<file path="src/rtl/ps2_frame_rx.sv">
// PS/2 device-to-host frame receiver: synchronizes and deglitches the PS/2 lines,
// decodes 11-bit frames, folds E0/F0 prefixes into flags and reports scan codes or errors.
module ps2_frame_rx #(
  parameter int FILTER_LEN     = 4,
  parameter int TIMEOUT_CYCLES = 50000
) (
  input  logic       CLK,
  input  logic       reset,
  input  logic       PS2_CLK,
  input  logic       PS2_DATA,
  output logic [7:0] oCode,
  output logic       oBreak,
  output logic       oExt,
  output logic       oCodeRdy,
  output logic       oErr
);

  localparam logic [1:0] S_IDLE   = 2'd0;
  localparam logic [1:0] S_DATA   = 2'd1;
  localparam logic [1:0] S_PARITY = 2'd2;
  localparam logic [1:0] S_STOP   = 2'd3;

  localparam int FW = $clog2(FILTER_LEN + 1);
  localparam int TW = $clog2(TIMEOUT_CYCLES + 1);
  localparam logic [FW-1:0] FILT_LAST = FW'(FILTER_LEN - 1);
  localparam logic [TW-1:0] TO_LAST   = TW'(TIMEOUT_CYCLES - 1);

  logic [1:0]    r_clkSync;
  logic [1:0]    r_dataSync;
  logic [FW-1:0] r_filtCnt;
  logic          r_filtClk;
  logic          r_filtClkD;
  logic [1:0]    r_state;
  logic [7:0]    r_shift;
  logic [2:0]    r_bitCnt;
  logic          r_parity;
  logic          r_brkFlag;
  logic          r_extFlag;
  logic [TW-1:0] r_toCnt;

  logic w_clkS;
  logic w_data;
  logic w_sample;
  logic w_parOk;

  assign w_clkS   = r_clkSync[1];
  assign w_data   = r_dataSync[1];
  assign w_sample = r_filtClkD & ~r_filtClk;
  assign w_parOk  = ^{r_shift, r_parity};

  // Both lines idle high, so synchronizers and filter come out of reset at 1.
  always_ff @(posedge CLK or negedge reset) begin
    if (!reset) begin
      r_clkSync  <= 2'b11;
      r_dataSync <= 2'b11;
      r_filtCnt  <= '0;
      r_filtClk  <= 1'b1;
      r_filtClkD <= 1'b1;
    end else begin
      r_clkSync  <= {r_clkSync[0], PS2_CLK};
      r_dataSync <= {r_dataSync[0], PS2_DATA};
      r_filtClkD <= r_filtClk;
      if (w_clkS == r_filtClk) begin
        r_filtCnt <= '0;
      end else if (r_filtCnt == FILT_LAST) begin
        r_filtClk <= w_clkS;
        r_filtCnt <= '0;
      end else begin
        r_filtCnt <= r_filtCnt + 1'b1;
      end
    end
  end

  // A sample event always beats a timeout landing in the same cycle.
  always_ff @(posedge CLK or negedge reset) begin
    if (!reset) begin
      r_state   <= S_IDLE;
      r_shift   <= '0;
      r_bitCnt  <= '0;
      r_parity  <= 1'b0;
      r_brkFlag <= 1'b0;
      r_extFlag <= 1'b0;
      r_toCnt   <= '0;
      oCode     <= '0;
      oBreak    <= 1'b0;
      oExt      <= 1'b0;
      oCodeRdy  <= 1'b0;
      oErr      <= 1'b0;
    end else begin
      oCodeRdy <= 1'b0;
      oErr     <= 1'b0;
      if (r_state == S_IDLE || w_sample) r_toCnt <= '0;
      else                               r_toCnt <= r_toCnt + 1'b1;

      if (w_sample) begin
        case (r_state)
          S_IDLE: begin
            if (!w_data) begin
              r_state  <= S_DATA;
              r_bitCnt <= '0;
            end
          end
          S_DATA: begin
            r_shift  <= {w_data, r_shift[7:1]};
            r_bitCnt <= r_bitCnt + 3'd1;
            if (r_bitCnt == 3'd7) r_state <= S_PARITY;
          end
          S_PARITY: begin
            r_parity <= w_data;
            r_state  <= S_STOP;
          end
          S_STOP: begin
            r_state <= S_IDLE;
            if (w_data && w_parOk) begin
              if (r_shift == 8'hE0) begin
                r_extFlag <= 1'b1;
              end else if (r_shift == 8'hF0) begin
                r_brkFlag <= 1'b1;
              end else begin
                oCode     <= r_shift;
                oBreak    <= r_brkFlag;
                oExt      <= r_extFlag;
                oCodeRdy  <= 1'b1;
                r_brkFlag <= 1'b0;
                r_extFlag <= 1'b0;
              end
            end else begin
              oErr      <= 1'b1;
              r_brkFlag <= 1'b0;
              r_extFlag <= 1'b0;
            end
          end
          default: r_state <= S_IDLE;
        endcase
      end else if (r_state != S_IDLE && r_toCnt == TO_LAST) begin
        oErr      <= 1'b1;
        r_state   <= S_IDLE;
        r_brkFlag <= 1'b0;
        r_extFlag <= 1'b0;
      end
    end
  end

endmodule

</file>
<file path="config.mk">
export PLATFORM = sky130hd
export DESIGN_NAME = ps2_frame_rx
export DESIGN_NICKNAME = d
export VERILOG_FILES = /design/src/rtl/ps2_frame_rx.sv
export SDC_FILE = /design/constraint.sdc
export NUM_CORES = 1
export LEC_CHECK = 0
export CAP_MARGIN = 0
export CORE_UTILIZATION = 55
export CTS_CLUSTER_DIAMETER = 30
export DETAILED_ROUTE_END_ITERATION = 6
export PLACE_DENSITY_LB_ADDON = 0.3
export SYNTH_ARGS = -nofsm -noshare
export SYNTH_HDL_FRONTEND = slang
export SYNTH_SLANG_ARGS = --single-unit
</file>
<file path="constraint.sdc">
create_clock -name CLK -period 2.7 [get_ports CLK]
set_input_delay 0.54 -clock CLK [delete_from_list [all_inputs] [get_ports CLK]]
set_output_delay 0.54 -clock CLK [all_outputs]
set_load 0.01 [all_outputs]
</file>
==> results of run 1 <==
[cells by family after synthesis]
logic type	after synthesis
fa+ha+maj	9
compound gates	24
buf+inv	13
simple gates	66
mux	19
flops	53
xor+xnor	21
[routing by layer]
layer / track usage, % / part of all wire (%)
met5: 0 / 0
met4: 11.22 / 3.2
met3: 4.770 / 3.4
met2: 36.03 / 51
met1: 24.57 / 42
[power breakdown]
part | switching (mW) | internal (mW)
Combinational | 0.367 | 0.326
Sequential | 0.0888 | 0.899
Clock | 0.252 | 0.280
[area by class of cell]
class	instances	share of cell area [%]
repair buffers	17	5.821
flip-flops and latches	53	48.48
inverters	6	0.9095
clock buffers	6	2.638
well taps	50	2.274
clock inverters	2	1.410
multi-input cells	139	38.47
[registers in the layout, summed over array words and instances, names as in the netlist, 2 cells and up]
register	flops
r_clkSync	2
r_toCnt	16
r_shift	8
oCode	8
r_filtCnt	3
r_state	2
r_dataSync	2
r_bitCnt	3
[worst max path at each step]
stage / startpoint / to / slack (ns)
final: r_shift[4] / oCode[3] / 0.34
after global routing: r_shift[4] / oCode[3] / 0.19
after CTS: r_shift[4] / oCode[3] / 0.30
after detailed placement: r_shift[4] / oCode[3] / 0.34
after global placement: r_shift[4] / oCode[2] / 0.45
after floorplan: r_shift[2] / oCode[2] / 0.58
[worst reg2reg max path: cells and delay by family (launching register included)]
family / cells / cell delay (ns)
DFF: 1 / 0.46
xor gates and xnor gates: 3 / 0.93
muxes: 2 / 0.54
AOI/OAI and AO/OA: 1 / 0.33
[Yosys cell counts, drive strengths merged]
library cell / count / area, sq um
and4b: 1 / 10.01
nor2b: 3 / 18.77
nand2b: 1 / 6.260
xnor2: 12 / 120.1
a32o: 3 / 30.03
a21oi: 6 / 30.03
a31oi: 1 / 6.260
nand4: 3 / 18.77
xor3: 1 / 23.77
nor2: 18 / 67.56
mux2: 17 / 198.9
and2: 1 / 6.260
mux2i: 2 / 20.02
dfstp: 6 / 157.7
xor2: 6 / 52.55
clkbuf: 5 / 18.77
xnor3: 2 / 45.04
and3: 4 / 25.02
dfrtp: 47 / 1176
o2bb2ai: 1 / 8.760
o21ai: 10 / 61.31
buf: 2 / 10.01
nand3: 4 / 20.02
ha: 9 / 112.6
nand2: 17 / 63.81
inv: 6 / 25.03
or3: 3 / 18.77
nand4b: 1 / 8.760
a21boi: 3 / 26.27
or2: 2 / 12.51
nor3: 4 / 20.02
nor4: 3 / 18.77
nor3b: 1 / 7.510
[metrics by stage]
stage               area, sq um  worst slack, ns  instances  hold WS (ns)
floorplan                  2446           0.5806        205        0.2444
global placement           2640           0.4480        265        0.3456
detailed placement         2640           0.3359        265        0.3509
CTS                        2751           0.3036        273        0.3455
global route               2751           0.1915        273        0.3690
finish                     2751           0.3421        273        0.3388
==> summary.txt, run 1 <==
Timing
  • Worst slew margin: 42.71%
  • Final Hold Viols: 0
  • Final critical-path required period: 2.358 ns
  • Post-route setup TNS: 0 ns
  • Clock skew: about 0.0085 ns
  • Setup violations, final: 0
  • Tcrit/Tclk final: slightly below 90%
  • Least-Margin Pin Slew: 0.8593 ns
  • Slew Limit Fails: 0
  • RSZ-0062 raised after global routing: false
  • Max Fclk: about 420 MHz

Run
  • Max Cap Violations: 0

Synthesis
  • XOR/XNOR share of the synthesized area: just under 10%
  • Synth cell types: 38
  • Sequential cell area fraction in the yosys report: 54.53%
  • Post-synthesis compound-gate area fraction: under 10%
  • Post-synthesis cell area: around 2400 sq um
  • Post-Synth Simple-Gate Area: 13.20%
  • Yosys warns: 0
  • Main combinational cell family by area after synthesis: simple AND/OR/NAND/NOR gates
  • Synth Area in Adders: 4.604%
  • Post-synthesis cell count: ~210
  • Multiplexer area fraction after synthesis: 8.951%
  • Mapped Nets: ~220
  • Synth Register Bits: 53
  • Syn Area/Cell: ~12 sq um

Cells and area
  • Area of the multi-input gates: between 1000 and 1500 sq um
  • # fillers: 305
  • Layout cells sized above 1: 17.94%
  • Synth-to-Final Area Change: 12.48%
  • Commonest non-fill, non-tap cell in the layout: dfrtp_1
  • Final core utilization: 66.39%
  • Register Area: 1334 sq um
  • Most frequent cells in the layout: dfrtp_1 (47), nor2_1 (18), nand2_1 (17), mux2_2 (15), clkdlybuf4s50_1 (14)
  • Post-layout nets: about 240
  • # diodes: 0

Hold path
  • Hold Crit Class: input port to async pin

Detailed routing
  • Routed Antenna Nets: 0
  • Avg WL per Cell: approximately 15 um
  • DR vias: 1,556
  • Via density: 5.700
  • DRT Wirelength: ~4200 um
  • 1st-iter DRT viols: between 80 and 90
  • Detailed-router iteration count before antenna repair: 4
  • # DRC: 0

Global routing
  • First-pass GRT wire length: between 7000 and 8000 um
  • Pin count of the biggest net entering global routing: slightly above 40
  • Overflow after GRT: 0
  • All-Layer GR Usage: 21.07%
  • Initial antenna violation count: 0
  • Vias in the first global route: between 1,500 and 2,000

Pwr
  • Worst IR Drop VDD: about 0.42 mV
  • Final Total Pwr: approximately 2.2 mW
  • PwrDens: 804.4 nW/um^2
  • Pleak: around 1.2 nW

Floorplanning
  • Die height: 68.69 um
  • Die ar.: roughly 4700 sq um
  • Initial core utilization: between 50% and 60%
  • Std cell rows: 23
  • Placeable Area: around 4100 sq um
  • Number of top-level pins: 16
  • Die X: between 60 and 70 um

Clocking
  • Clock-pin slew on the worst setup and hold paths: ~0.09 ns
  • Clk sinks: 53
  • H-tree Lvls: 2
  • TritonCTS clock tree: done
  • Postcts setup bufs: 0
  • Post-CTS Resized: 0
  • Clock insertion delay at the later pin of the skew report: roughly 0.31 ns
  • Root Buffer Master: clkbuf_8
  • Hold-fix buffers at CTS: 0
  • TritonCTS buffer count: 5
  • CTS Buffer Depth: 2

Setup path
  • WP data required: 2.90 ns
  • Crit-path max cell delay: 0.51 ns
  • Critical Path Slowest Stage Cell: xor3_1
  • CP Data Arrival Time: approximately 2.6 ns
  • Cell family with most CP delay: XOR/XNOR gates
  • Crit Path Class: flip-flop to flip-flop
  • Top fanout value on the critical path: 9
  • Worst Path Buf+Inv: 0
  • R2R Setup Slk: around 0.34 ns
  • Crit. End Element: flip-flop
  • Number of cells on the critical path: 6
  • Worst r2r path cells: 6
  • Reg2reg end: oCode[3]
  • Critical path cell sequence: xnor2_1, xor3_1, xnor2_2, mux2i_1, o21ai_4, mux2_2
  • Element type at the critical path start: flip-flop
  • R2r startpoint: r_shift[4]

Place
  • GPL Wtd Cong: 0.7980
  • Port buffer count: 15
  • Post-DP HPWL: roughly 3100 um

Outcome
  • Outcome: completed
Note: power is estimated with default switching activity, not from simulation.
==> run 2: changes to the inputs <==
--- a/config.mk
+++ b/config.mk
@@ -9,7 +9,7 @@
 export CORE_UTILIZATION = 55
 export CTS_CLUSTER_DIAMETER = 30
 export DETAILED_ROUTE_END_ITERATION = 6
-export PLACE_DENSITY_LB_ADDON = 0.3
+export PLACE_DENSITY = 0.85
 export SYNTH_ARGS = -nofsm -noshare
 export SYNTH_HDL_FRONTEND = slang
 export SYNTH_SLANG_ARGS = --single-unit
==> run 2 against run 1 <==
  * Die area did not move
  * Register-to-register slack improved by 0.03 ns
  * Final cell count did not move
  * Maximum frequency rose by 1.4%
  * Non-clock buffer count did not move
  * Sequential share of layout area rose by 0.56 points
  * Final area fell by 1.1%
  * Largest power group unchanged
==> summary.txt, run 2 (same netlist as run 1, synthesis figures left out) <==
Outcome
  • Outcome: completed

Place
  • Pre-CTS setup slack: 0.3964 ns (+0.06051 ns)
  • Port buffer count: 15 (unchanged)
  • Inst Count DP: 265 (unchanged)
  • GPL Wtd Cong: 0.7881 (-1.2%)
  • Post-DP HPWL: 2741 um (-12%)
  • Post-DP Area: 2640 sq um (unchanged)

Cells and area
  • # diodes: 0 (unchanged)
  • Most frequent cells in the layout: dfrtp_1 (47), nor2_1 (18), nand2_1 (17), mux2_2 (15), clkdlybuf4s50_1 (14)
  • Register Area: 1334 sq um (unchanged)
  • Area of the multi-input gates: 1059 sq um (unchanged)
  • Synth-to-Final Area Change: 11.20%
  • # fillers: 325 (+6.6%)
  • Most flops, register: r_toCnt
  • Design area: 2720 sq um (-1.1%)
  • Layout cells sized above 1: 17.04% (-0.90 points)
  • Post-layout nets: 235 (unchanged)
  • Commonest non-fill, non-tap cell in the layout: dfrtp_1
  • Top Registers: r_toCnt: 16 flops, oCode: 8 flops, r_shift: 8 flops
  • Final core utilization: 65.64% (-0.75 points)
  • Finished Layout Cells: 273 (unchanged)
  • Largest register FFs: 16 (unchanged)

Clocking
  • Clock insertion delay at the later pin of the skew report: 0.30 ns (about the same)
  • Clk sinks: 53 (unchanged)
  • Post-CTS Resized: 0 (unchanged)
  • Root Buffer Master: clkbuf_8
  • TritonCTS clock tree: done
  • TritonCTS buffer count: 5 (unchanged)
  • Clock-pin slew on the worst setup and hold paths: 0.09 ns (about the same)
  • H-tree Lvls: 2 (unchanged)
  • Hold-fix buffers at CTS: 0 (unchanged)
  • Postcts setup bufs: 0 (unchanged)
  • CTS Buffer Depth: 2 (unchanged)

Detailed routing
  • Via density: 5.524 (-3.1%)
  • Detailed-router iteration count before antenna repair: 4 (unchanged)
  • Avg WL per Cell: 14.37 um (-6.8%)
  • # DRC: 0 (unchanged)
  • DR vias: 1,508 (-3.1%)
  • Routed Antenna Nets: 0 (unchanged)
  • DRT Wirelength: 3923 um (-6.8%)
  • 1st-iter DRT viols: 74 (-12%)

Floorplanning
  • Std cell rows: 23 (unchanged)
  • Placeable Area: 4144 sq um (unchanged)
  • Die ar.: 4718 sq um (unchanged)
  • Die X: 68.69 um (unchanged)
  • Number of top-level pins: 16 (unchanged)
  • Initial core utilization: 59.03% (unchanged)
  • Die height: 68.69 um (unchanged)

Global routing
  • Vias in the first global route: 1,436 (-8.9%)
  • Pin count of the biggest net entering global routing: 54 (+32%)
  • First-pass GRT wire length: 6644 um (-6.2%)
  • Overflow after GRT: 0 (unchanged)
  • All-Layer GR Usage: 19.94% (-1.1 points)
  • Initial antenna violation count: 0 (unchanged)

Hold path
  • Hold Crit Class: input port to async pin

Timing
  • Max Fclk: 430.0 MHz (+1.4%)
  • Least-Margin Pin Slew: 0.6366 ns (-0.2228 ns)
  • Minimum hold slack: 0.3237 ns (-0.01505 ns)
  • Tcrit/Tclk final: 86.13% (-1.2 points)
  • Setup violations, final: 0 (unchanged)
  • Post-route setup TNS: 0 ns (unchanged)
  • Clock skew: 0.004379 ns (-0.004134 ns)
  • Final Hold Viols: 0 (unchanged)
  • Post-route setup slack: 0.3746 ns (+0.03250 ns)
  • RSZ-0062 raised after global routing: false
  • Slew Limit Fails: 0 (unchanged)
  • Worst slew margin: 57.56% (+15 points)
  • Final critical-path required period: 2.325 ns (-0.03250 ns)

Pwr
  • Final Total Pwr: 2.086 mW (-5.7%)
  • PwrDens: 766.9 nW/um^2 (-4.7%)
  • Pleak: 1.229 nW (-1.3%)
  • Worst IR Drop VDD: 0.4941 mV (+18%)

Setup path
  • Crit. End Element: flip-flop
  • CP Data Arrival Time: 2.52 ns (-0.04 ns)
  • Top fanout value on the critical path: 9 (unchanged)
  • Crit Path Class: flip-flop to flip-flop
  • WP data required: 2.89 ns (about the same)
  • Element type at the critical path start: flip-flop

Run
  • Max Cap Violations: 0 (unchanged)
==> run 2: cell count changes in the layout (fill, tap and decap cells not counted) <==
cell,previous run,this run
clkbuf_1,1,3
bufinv_16,1,0
inv_6,1,0
==> run 2: cell type report <==
| cell class | count | area share [%] |
|---|---|---|
| multi-input combinational | 139 | 38.91 |
| clock buffer | 8 | 2.944 |
| inverter | 6 | 0.9200 |
| tap | 50 | 2.300 |
| sequential | 53 | 49.03 |
| timing repair buffer | 17 | 5.888 |
==> run 2: path summary, 6_finish.rpt <==
check                                    from  cells after the start       endpoint  slack (ns)
max in group asynchronous               reset                      2       oCode[1]        1.94
worst max register to register     r_shift[4]                      6       oCode[2]        0.37
min in group CLK                r_dataSync[0]                      0  r_dataSync[1]        0.36
worst min register to register  r_dataSync[0]                      0  r_dataSync[1]        0.36
worst min-delay path                    reset                      2     r_toCnt[8]        0.32
worst max-delay path               r_shift[4]                      6       oCode[2]        0.37
==> run 2: layer usage <==
layer / vias to the layer above / GRT usage, % / routed length [um]
met5: - / 0 / 0
met4: 0 / 10.46 / 93
met3: 8 / 3.454 / 82
met1: 748 / 27.56 / 1944
li1: 737 / - / -
met2: 15 / 30.15 / 1802
==> run 2: critical path: stages, from the launching register on <==
cell     delay (ns)
dfrtp_1        0.45
xnor2_1        0.22
xor3_1         0.52
xnor2_2        0.18
mux2i_1        0.13
o21ai_4        0.33
mux2_2         0.38
==> run 2: where the power goes <==
| part | leakage, nW | internal (mW) | switching [mW] |
|---|---|---|---|
| combinational | 0.477 | 0.323 | 0.354 |
| clock | 0.0395 | 0.185 | 0.239 |
| sequential | 0.713 | 0.899 | 0.0860 |
